## src/rtl/mul_div_unit_pkg.sv

```systemverilog
// Shared types for the iterative multiply/divide unit: op codes, FSM states,
// latched per-operation control flags and small op-decode helpers.
package mul_div_unit_pkg;

    localparam int unsigned MD_N = 32;

    typedef enum logic [1:0] {
        MD_MULT  = 2'b00,
        MD_MULTU = 2'b01,
        MD_DIV   = 2'b10,
        MD_DIVU  = 2'b11
    } md_op_e;

    typedef enum logic [1:0] {
        MD_IDLE = 2'b00,
        MD_RUN  = 2'b01,
        MD_FIX  = 2'b10
    } md_state_e;

    // Per-operation flags captured at acceptance
    typedef struct packed {
        md_op_e op;
        logic   res_neg;
        logic   dvd_neg;
        logic   div_zero;
    } md_ctl_t;

    function automatic logic op_is_div(input md_op_e op);
        return op[1];
    endfunction

    function automatic logic op_is_signed(input md_op_e op);
        return ~op[0];
    endfunction

endpackage

```

## src/rtl/mul_div_unit_if.sv

```systemverilog
// Issue/result bus between EX control and the multiply/divide unit.
interface mul_div_unit_if
    import mul_div_unit_pkg::*;
#(
    parameter int unsigned N = MD_N
);
    logic         start;
    md_op_e       op;
    logic [N-1:0] in_a;
    logic [N-1:0] in_b;
    logic         hi_wen;
    logic         lo_wen;
    logic [N-1:0] wd;
    logic         busy;
    logic         done;
    logic         dz;
    logic [N-1:0] hi;
    logic [N-1:0] lo;

    modport master (
        output start, op, in_a, in_b, hi_wen, lo_wen, wd,
        input  busy, done, dz, hi, lo
    );

    modport slave (
        input  start, op, in_a, in_b, hi_wen, lo_wen, wd,
        output busy, done, dz, hi, lo
    );
endinterface

```

## src/rtl/mul_div_unit_cond_negate.sv

```systemverilog
// Conditional two's-complement negate: o_val = i_neg ? -i_val : i_val.
module mul_div_unit_cond_negate #(
    parameter int unsigned W = 32
) (
    input  logic         i_neg,
    input  logic [W-1:0] i_val,
    output logic [W-1:0] o_val
);
    assign o_val = i_neg ? (~i_val + W'(1)) : i_val;
endmodule

```

## src/rtl/mul_div_unit.sv

```systemverilog
// Iterative one-bit-per-cycle multiply (shift-add) / divide (restoring) unit
// with architectural HI/LO registers.
module mul_div_unit
    import mul_div_unit_pkg::*;
#(
    parameter int unsigned N = MD_N
) (
    input logic           clk,
    input logic           rst_n,
    mul_div_unit_if.slave bus
);
    localparam int unsigned CW = $clog2(N) + 1;
    localparam int unsigned W2 = 2 * N;

    md_state_e     r_state, w_state_nxt;
    logic          r_busy, w_busy_nxt;
    logic          r_done, w_done_nxt;
    logic          w_accept, w_load;
    md_ctl_t       r_ctl;
    logic [CW-1:0] r_cnt;
    logic [W2-1:0] r_acc;
    logic [N-1:0]  r_b;
    logic [N-1:0]  r_hi, r_lo;
    logic          r_dz;

    // Operand magnitudes for signed ops
    logic         w_sgn, w_is_div;
    logic [N-1:0] w_mag_a, w_mag_b;
    assign w_sgn    = op_is_signed(bus.op);
    assign w_is_div = op_is_div(bus.op);

    mul_div_unit_cond_negate #(.W(N)) u_neg_a (
        .i_neg (w_sgn & bus.in_a[N-1]),
        .i_val (bus.in_a),
        .o_val (w_mag_a)
    );
    mul_div_unit_cond_negate #(.W(N)) u_neg_b (
        .i_neg (w_sgn & bus.in_b[N-1]),
        .i_val (bus.in_b),
        .o_val (w_mag_b)
    );

    // Shift-add step: acc = {partial, multiplier}; r_b holds the multiplicand
    logic [N:0]    w_mul_sum;
    logic [W2-1:0] w_mul_step;
    assign w_mul_sum  = {1'b0, r_acc[W2-1:N]} + (r_acc[0] ? {1'b0, r_b} : {(N+1){1'b0}});
    assign w_mul_step = {w_mul_sum, r_acc[N-1:1]};

    // Restoring step: acc = {remainder, dividend/quotient}; r_b holds the divisor
    logic [N:0]    w_shift;
    logic [N+1:0]  w_trial;
    logic          w_qbit;
    logic [N-1:0]  w_rem_nxt;
    logic [W2-1:0] w_div_step;
    assign w_shift    = {r_acc[W2-1:N], r_acc[N-1]};
    assign w_trial    = {1'b0, w_shift} - {2'b00, r_b};
    assign w_qbit     = ~w_trial[N+1];
    assign w_rem_nxt  = w_qbit ? w_trial[N-1:0] : w_shift[N-1:0];
    assign w_div_step = {w_rem_nxt, r_acc[N-2:0], w_qbit};

    // Result sign fixup: full product or quotient, and remainder
    logic          w_run_div;
    logic [W2-1:0] w_fix_in, w_fix_out;
    logic [N-1:0]  w_rem_fix;
    assign w_run_div = op_is_div(r_ctl.op);
    assign w_fix_in  = w_run_div ? {{N{1'b0}}, r_acc[N-1:0]} : r_acc;

    mul_div_unit_cond_negate #(.W(W2)) u_fix_res (
        .i_neg (r_ctl.res_neg),
        .i_val (w_fix_in),
        .o_val (w_fix_out)
    );
    mul_div_unit_cond_negate #(.W(N)) u_fix_rem (
        .i_neg (r_ctl.dvd_neg),
        .i_val (r_acc[W2-1:N]),
        .o_val (w_rem_fix)
    );

    // FSM state register
    always_ff @(posedge clk or negedge rst_n) begin
        if (!rst_n) begin
            r_state <= MD_IDLE;
            r_busy  <= 1'b0;
            r_done  <= 1'b0;
        end else begin
            r_state <= w_state_nxt;
            r_busy  <= w_busy_nxt;
            r_done  <= w_done_nxt;
        end
    end

    // FSM next-state and control
    always_comb begin
        w_state_nxt = r_state;
        w_busy_nxt  = r_busy;
        w_done_nxt  = 1'b0;
        w_accept    = 1'b0;
        w_load      = 1'b0;
        case (r_state)
            MD_IDLE: begin
                if (bus.start) begin
                    w_accept    = 1'b1;
                    w_busy_nxt  = 1'b1;
                    w_state_nxt = MD_RUN;
                end
            end
            MD_RUN: begin
                if (r_cnt == CW'(N - 1)) begin
                    w_state_nxt = MD_FIX;
                end
            end
            MD_FIX: begin
                w_load      = 1'b1;
                w_done_nxt  = 1'b1;
                w_busy_nxt  = 1'b0;
                w_state_nxt = MD_IDLE;
            end
            default: begin
                w_busy_nxt  = 1'b0;
                w_state_nxt = MD_IDLE;
            end
        endcase
    end

    // Datapath: operand capture, iteration, HI/LO updates
    always_ff @(posedge clk or negedge rst_n) begin
        if (!rst_n) begin
            r_ctl <= '0;
            r_cnt <= '0;
            r_acc <= '0;
            r_b   <= '0;
            r_hi  <= '0;
            r_lo  <= '0;
            r_dz  <= 1'b0;
        end else begin
            if (w_accept) begin
                r_ctl.op       <= bus.op;
                r_ctl.res_neg  <= w_sgn & (bus.in_a[N-1] ^ bus.in_b[N-1]);
                r_ctl.dvd_neg  <= w_sgn & w_is_div & bus.in_a[N-1];
                r_ctl.div_zero <= w_is_div & (bus.in_b == '0);
                r_acc          <= {{N{1'b0}}, (w_is_div ? w_mag_a : w_mag_b)};
                r_b            <= w_is_div ? w_mag_b : w_mag_a;
                r_cnt          <= '0;
                r_dz           <= 1'b0;
            end else if (r_state == MD_IDLE) begin
                if (bus.hi_wen) r_hi <= bus.wd;
                if (bus.lo_wen) r_lo <= bus.wd;
            end
            if (r_state == MD_RUN) begin
                r_acc <= w_run_div ? w_div_step : w_mul_step;
                r_cnt <= r_cnt + CW'(1);
            end
            if (w_load) begin
                r_dz <= r_ctl.div_zero;
                if (w_run_div) begin
                    r_hi <= w_rem_fix;
                    r_lo <= r_ctl.div_zero ? {N{1'b1}} : w_fix_out[N-1:0];
                end else begin
                    r_hi <= w_fix_out[W2-1:N];
                    r_lo <= w_fix_out[N-1:0];
                end
            end
        end
    end

    assign bus.busy = r_busy;
    assign bus.done = r_done;
    assign bus.dz   = r_dz;
    assign bus.hi   = r_hi;
    assign bus.lo   = r_lo;

endmodule

```

## src/flat_wrapper.sv

```systemverilog
// flat-port wrapper written by rule: the top's interface ports become plain ports
module mul_div_unit_flat import mul_div_unit_pkg::*;
#(
    parameter int unsigned N = MD_N
)
  (clk, rst_n, bus_start, bus_op, bus_in_a, bus_in_b, bus_hi_wen, bus_lo_wen, bus_wd, bus_busy, bus_done, bus_dz, bus_hi, bus_lo);
  mul_div_unit_if #(.N(N)) bus_i ();
  input logic clk;
  input logic rst_n;
  input wire logic [$bits(bus_i.start)-1:0] bus_start;
  input wire logic [$bits(bus_i.op)-1:0] bus_op;
  input wire logic [$bits(bus_i.in_a)-1:0] bus_in_a;
  input wire logic [$bits(bus_i.in_b)-1:0] bus_in_b;
  input wire logic [$bits(bus_i.hi_wen)-1:0] bus_hi_wen;
  input wire logic [$bits(bus_i.lo_wen)-1:0] bus_lo_wen;
  input wire logic [$bits(bus_i.wd)-1:0] bus_wd;
  output wire logic [$bits(bus_i.busy)-1:0] bus_busy;
  output wire logic [$bits(bus_i.done)-1:0] bus_done;
  output wire logic [$bits(bus_i.dz)-1:0] bus_dz;
  output wire logic [$bits(bus_i.hi)-1:0] bus_hi;
  output wire logic [$bits(bus_i.lo)-1:0] bus_lo;
  assign bus_i.start = bus_start;
  assign bus_i.op = bus_op;
  assign bus_i.in_a = bus_in_a;
  assign bus_i.in_b = bus_in_b;
  assign bus_i.hi_wen = bus_hi_wen;
  assign bus_i.lo_wen = bus_lo_wen;
  assign bus_i.wd = bus_wd;
  assign bus_busy = bus_i.busy;
  assign bus_done = bus_i.done;
  assign bus_dz = bus_i.dz;
  assign bus_hi = bus_i.hi;
  assign bus_lo = bus_i.lo;
  mul_div_unit #(.N(N)) u_core (.clk(clk), .rst_n(rst_n), .bus(bus_i));
endmodule
```

## config.mk

```make
export PLATFORM = sky130hd
export DESIGN_NAME = mul_div_unit_flat
export DESIGN_NICKNAME = d
export VERILOG_FILES = /design/src/rtl/mul_div_unit_pkg.sv /design/src/rtl/mul_div_unit_if.sv /design/src/rtl/mul_div_unit_cond_negate.sv /design/src/rtl/mul_div_unit.sv /design/src/flat_wrapper.sv
export SDC_FILE = /design/constraint.sdc
export NUM_CORES = 1
export LEC_CHECK = 0
export CAP_MARGIN = 20
export CORE_MARGIN = 2
export CORE_UTILIZATION = 40
export DETAILED_ROUTE_END_ITERATION = 7
export GPL_ROUTABILITY_DRIVEN = 1
export PLACE_DENSITY = 0.71
export SLEW_MARGIN = 20
export SYNTH_ARGS = -nofsm -noshare
export SYNTH_HDL_FRONTEND = slang
export SYNTH_SLANG_ARGS = --single-unit
export TNS_END_PERCENT = 20
```

## constraint.sdc

```tcl
create_clock -name clk -period 8.7 [get_ports clk]
set_clock_uncertainty 0.2 [all_clocks]
set_input_delay 1.74 -clock clk [delete_from_list [all_inputs] [get_ports clk]]
set_output_delay 1.74 -clock clk [all_outputs]
set_load 0.01 [all_outputs]
```

==> flow_metrics.py <==
metrics = {
    "placed_design": {
        "port_buffers": 169,
        "gp_congestion": 0.9515,
        "dpl.hpwl_um": 41520,
    },
    "cts": {
        "ctsHoldBuffers": 0,
        "cts_made_buffers": 17,
        "cts_tree": "built",
        "cts.sink_count": 175,
        "clkLatencyLatePin_ns": 0.45,
        "cts_setup_buffers": 0,
        "cts_buffer_depth": 2,
        "clk_pin_slew_worst_paths_ns": 0.07,
        "cts_root_buf": "clkbuf_16",
        "htree_levels": 4,
        "post_cts_resized": 0,
    },
    "finish": {
        "regArea_um2": 4383,
        "area_growth_syn_to_layout_pct": 17.00,
        "drive_gt1_share_pct": 4.135,
        "antenna_cells": 0,
        "fillers": 3666,
        "multi_input_area_um2": 10230,
        "final_cell_mix": "nand2_1, nor2_1, o21ai_0, dfrtp_1, clkdlybuf4s50_1",
        "fin_nets": 2241,
        "layout_commonest_cell": "nand2_1",
    },
    "critical_path": {
        "regToRegEndpoint": "u_core.r_acc[61]",
        "worst-path-stages": 11,
        "required_ns": 8.87,
        "crit_path_max_incr_delay_ns": 0.78,
        "startpoint": "bus_in_b[0]",
        "reg2reg_depth": 13,
        "crit_path_top_delay_cell": "nor4_1",
        "worstPathArrival_ns": 5.13,
        "crit_type": "input pin to flop",
        "crit_path_end_kind": "flop",
        "worstPathMaxFanout": 5,
        "crit_top_cell": "a211oi_1",
        "startpoint_type": "input pin",
        "path_cells": "clkdlybuf4s50_1, or4_1, nor4_1, and2_1, nand2_1, o41ai_1, xnor2_1, nor2_1, a211oi_1, a211oi_1, a21oi_1",
        "reg2reg_slack_ns": 3.81,
        "path_delay_family": "simple AND/OR/NAND/NOR gates",
        "critical_path.endpoint": "u_core.r_acc[25]",
        "rr_startpoint": "u_core.r_acc[0]",
        "crit_buf_inv": 1,
    },
    "timing": {
        "setup_tns_ns": 0,
        "finalSetupViolations": 0,
        "final.min_clock_period_ns": 4.963,
        "worst_pin_slew_ns": 1.074,
        "fmax_mhz": 201.5,
        "hold_ws_ns": 0.2813,
        "slew-limit-headroom_pct": 28.29,
        "finalMaxSlewViolations": 0,
        "rsz0062_at_grt": "false",
        "period_share_pct": 57.04,
        "finalHoldViolCount": 0,
    },
    "synthesis": {
        "yosysWarnings": 0,
        "netlist_area_um2": 15350,
        "synth.area.top_cells": "dfrtp_1, xnor2_1, o21ai_0",
        "synth-main-ff-cell": "dfrtp_1",
        "async_flop_share_pct": 100.0,
        "seq_area_frac_synth_pct": 28.53,
        "ys_types": 76,
        "syn_nets": 2161,
        "yosys.area.top_type": "dfrtp_1",
        "synth_edf_count": 0,
        "synth.top_cell.area_share_pct": 28.53,
        "netlist_instances": 1987,
        "synth_area_per_cell_um2": 7.726,
        "postSynthRegisterBits": 175,
    },
    "routing": {
        "vias": 15631,
        "wl_per_cell_um": 21.08,
        "viasPerCell": 6.033,
        "drcViolationCount": 0,
        "dr.pass1.iters": 5,
        "routed_wl_um": 54610,
        "final_antenna_net_count": 0,
        "drt_iter0_drc": 1477,
    },
    "floorplanning": {
        "ios": 170,
        "start_util_pct": 40.66,
        "die-width_um": 199.9,
        "die_area_um2": 39960,
        "core_area_um2": 37760,
        "die_h_um": 199.9,
        "num_rows": 71,
    },
    "worst_hold_path": {
        "hold_class": "flop to flop",
        "hold_path_startpoint": "u_core.r_b[8]",
    },
    "flow_run": {
        "drv_cap": 0,
    },
    "status": {
        "outcome": "finished clean",
    },
    "power": {
        "p_leak_uw": 0.007206,
        "p_per_area_nw_per_um2": 361.9,
        "ir_drop_v": 0.0001577,
    },
    "global_routing": {
        "antenna_found_initial": 0,
        "grt_max_degree": 99,
        "grt_pass1_vias": 14657,
        "gr-total-overflow": 0,
        "grtUsageTotal_pct": 27.25,
        "grt_first_pass_wirelength_um": 83810,
    },
}
-- through the flow --
step | instance area (µm²) | instances | power [µW] | util [%] | setup WS [ns]
6_report | 17960 | 2591 | 6500 | 47.57 | 3.737
5_1_grt | 17960 | 2591 | 6986 | 47.57 | 3.345
4_1_cts | 17950 | 2590 | 6428 | 47.55 | 3.731
3_5_place_dp | 17370 | 2558 | 5631 | 46.00 | 3.280
3_3_place_gp | 17370 | 2558 | 5550 | 46.00 | 3.366
2_1_floorplan | 15350 | 1987 | 4393 | - | 4.466
-- sequential cells by signal, indices dropped and copies added (netlist names) --
register         flops
u_core.r_cnt         6
u_core.bus.done      1
u_core.r_acc        64
u_core.bus.hi       32
u_core.r_state       2
u_core.bus.busy      1
u_core.r_ctl         4
u_core.bus.lo       32
u_core.bus.dz        1
u_core.r_b          32
-- report_power, final --
part	internal, µW	switching (µW)
Combinational	1750	2300
Sequential	1120	557
Clock	390	391
Total	3260	3240
-- worst min-delay path by stage --
stage,to,slack [ns],cells past startpoint
2_1_floorplan,u_core.r_b[12],0.25,1
3_3_place_gp,u_core.r_b[13],0.26,1
3_5_place_dp,u_core.r_b[8],0.27,1
4_1_cts,u_core.r_b[8],0.28,1
5_1_grt,u_core.bus.lo[6],0.30,2
6_report,u_core.r_b[8],0.28,1
-- metal layers --
metal	GRT usage, %	up-vias	wire length, µm
met5	0	-	0
met4	11.55	0	2155
met3	3.444	83	3999
met2	43.02	676	23970
met1	37.64	7443	24490
li1	-	7429	-
-- final cells by class --
type | count | share of cell area (%)
multi-input combinational | 1609 | 56.94
sequential | 175 | 24.40
timing repair buffer | 191 | 10.32
tap | 511 | 3.560
clock buffer | 18 | 2.445
inverter | 73 | 1.526
clock inverter | 14 | 0.8150
-- Yosys cell counts, types with 7 or more instances --
cell / n
a211oi_1: 85
a21o_1: 35
a21oi_1: 162
a22oi_1: 11
a311oi_1: 7
a31oi_1: 19
a32o_1: 8
and2_1: 17
and3_1: 22
buf_1: 12
clkbuf_1: 115
dfrtp_1: 175
ha_1: 69
inv_1: 71
mux2i_1: 42
nand2_1: 192
nand2b_1: 16
nand3_1: 48
nand4_1: 10
nor2_1: 189
nor2b_1: 15
nor3_1: 39
nor4_1: 19
o211ai_1: 24
o21a_1: 17
o21ai_0: 176
o21ai_1: 22
o21bai_1: 8
o22ai_1: 41
o31ai_1: 28
o41ai_1: 15
or3_1: 14
or4_1: 19
xnor2_1: 111
xor2_1: 51
-- cell families (layout without fill, tap and decap cells) --
family	Yosys count	count (layout)	share of synthesized area [%]
compound gates	711	711	29.45
simple gates	622	622	19.02
buf+inv	203	296	5.070
flops	175	175	28.53
xor+xnor	162	162	9.243
fa+ha+maj	71	71	5.885
mux	43	43	2.812
(Power assumes the default switching activity.)
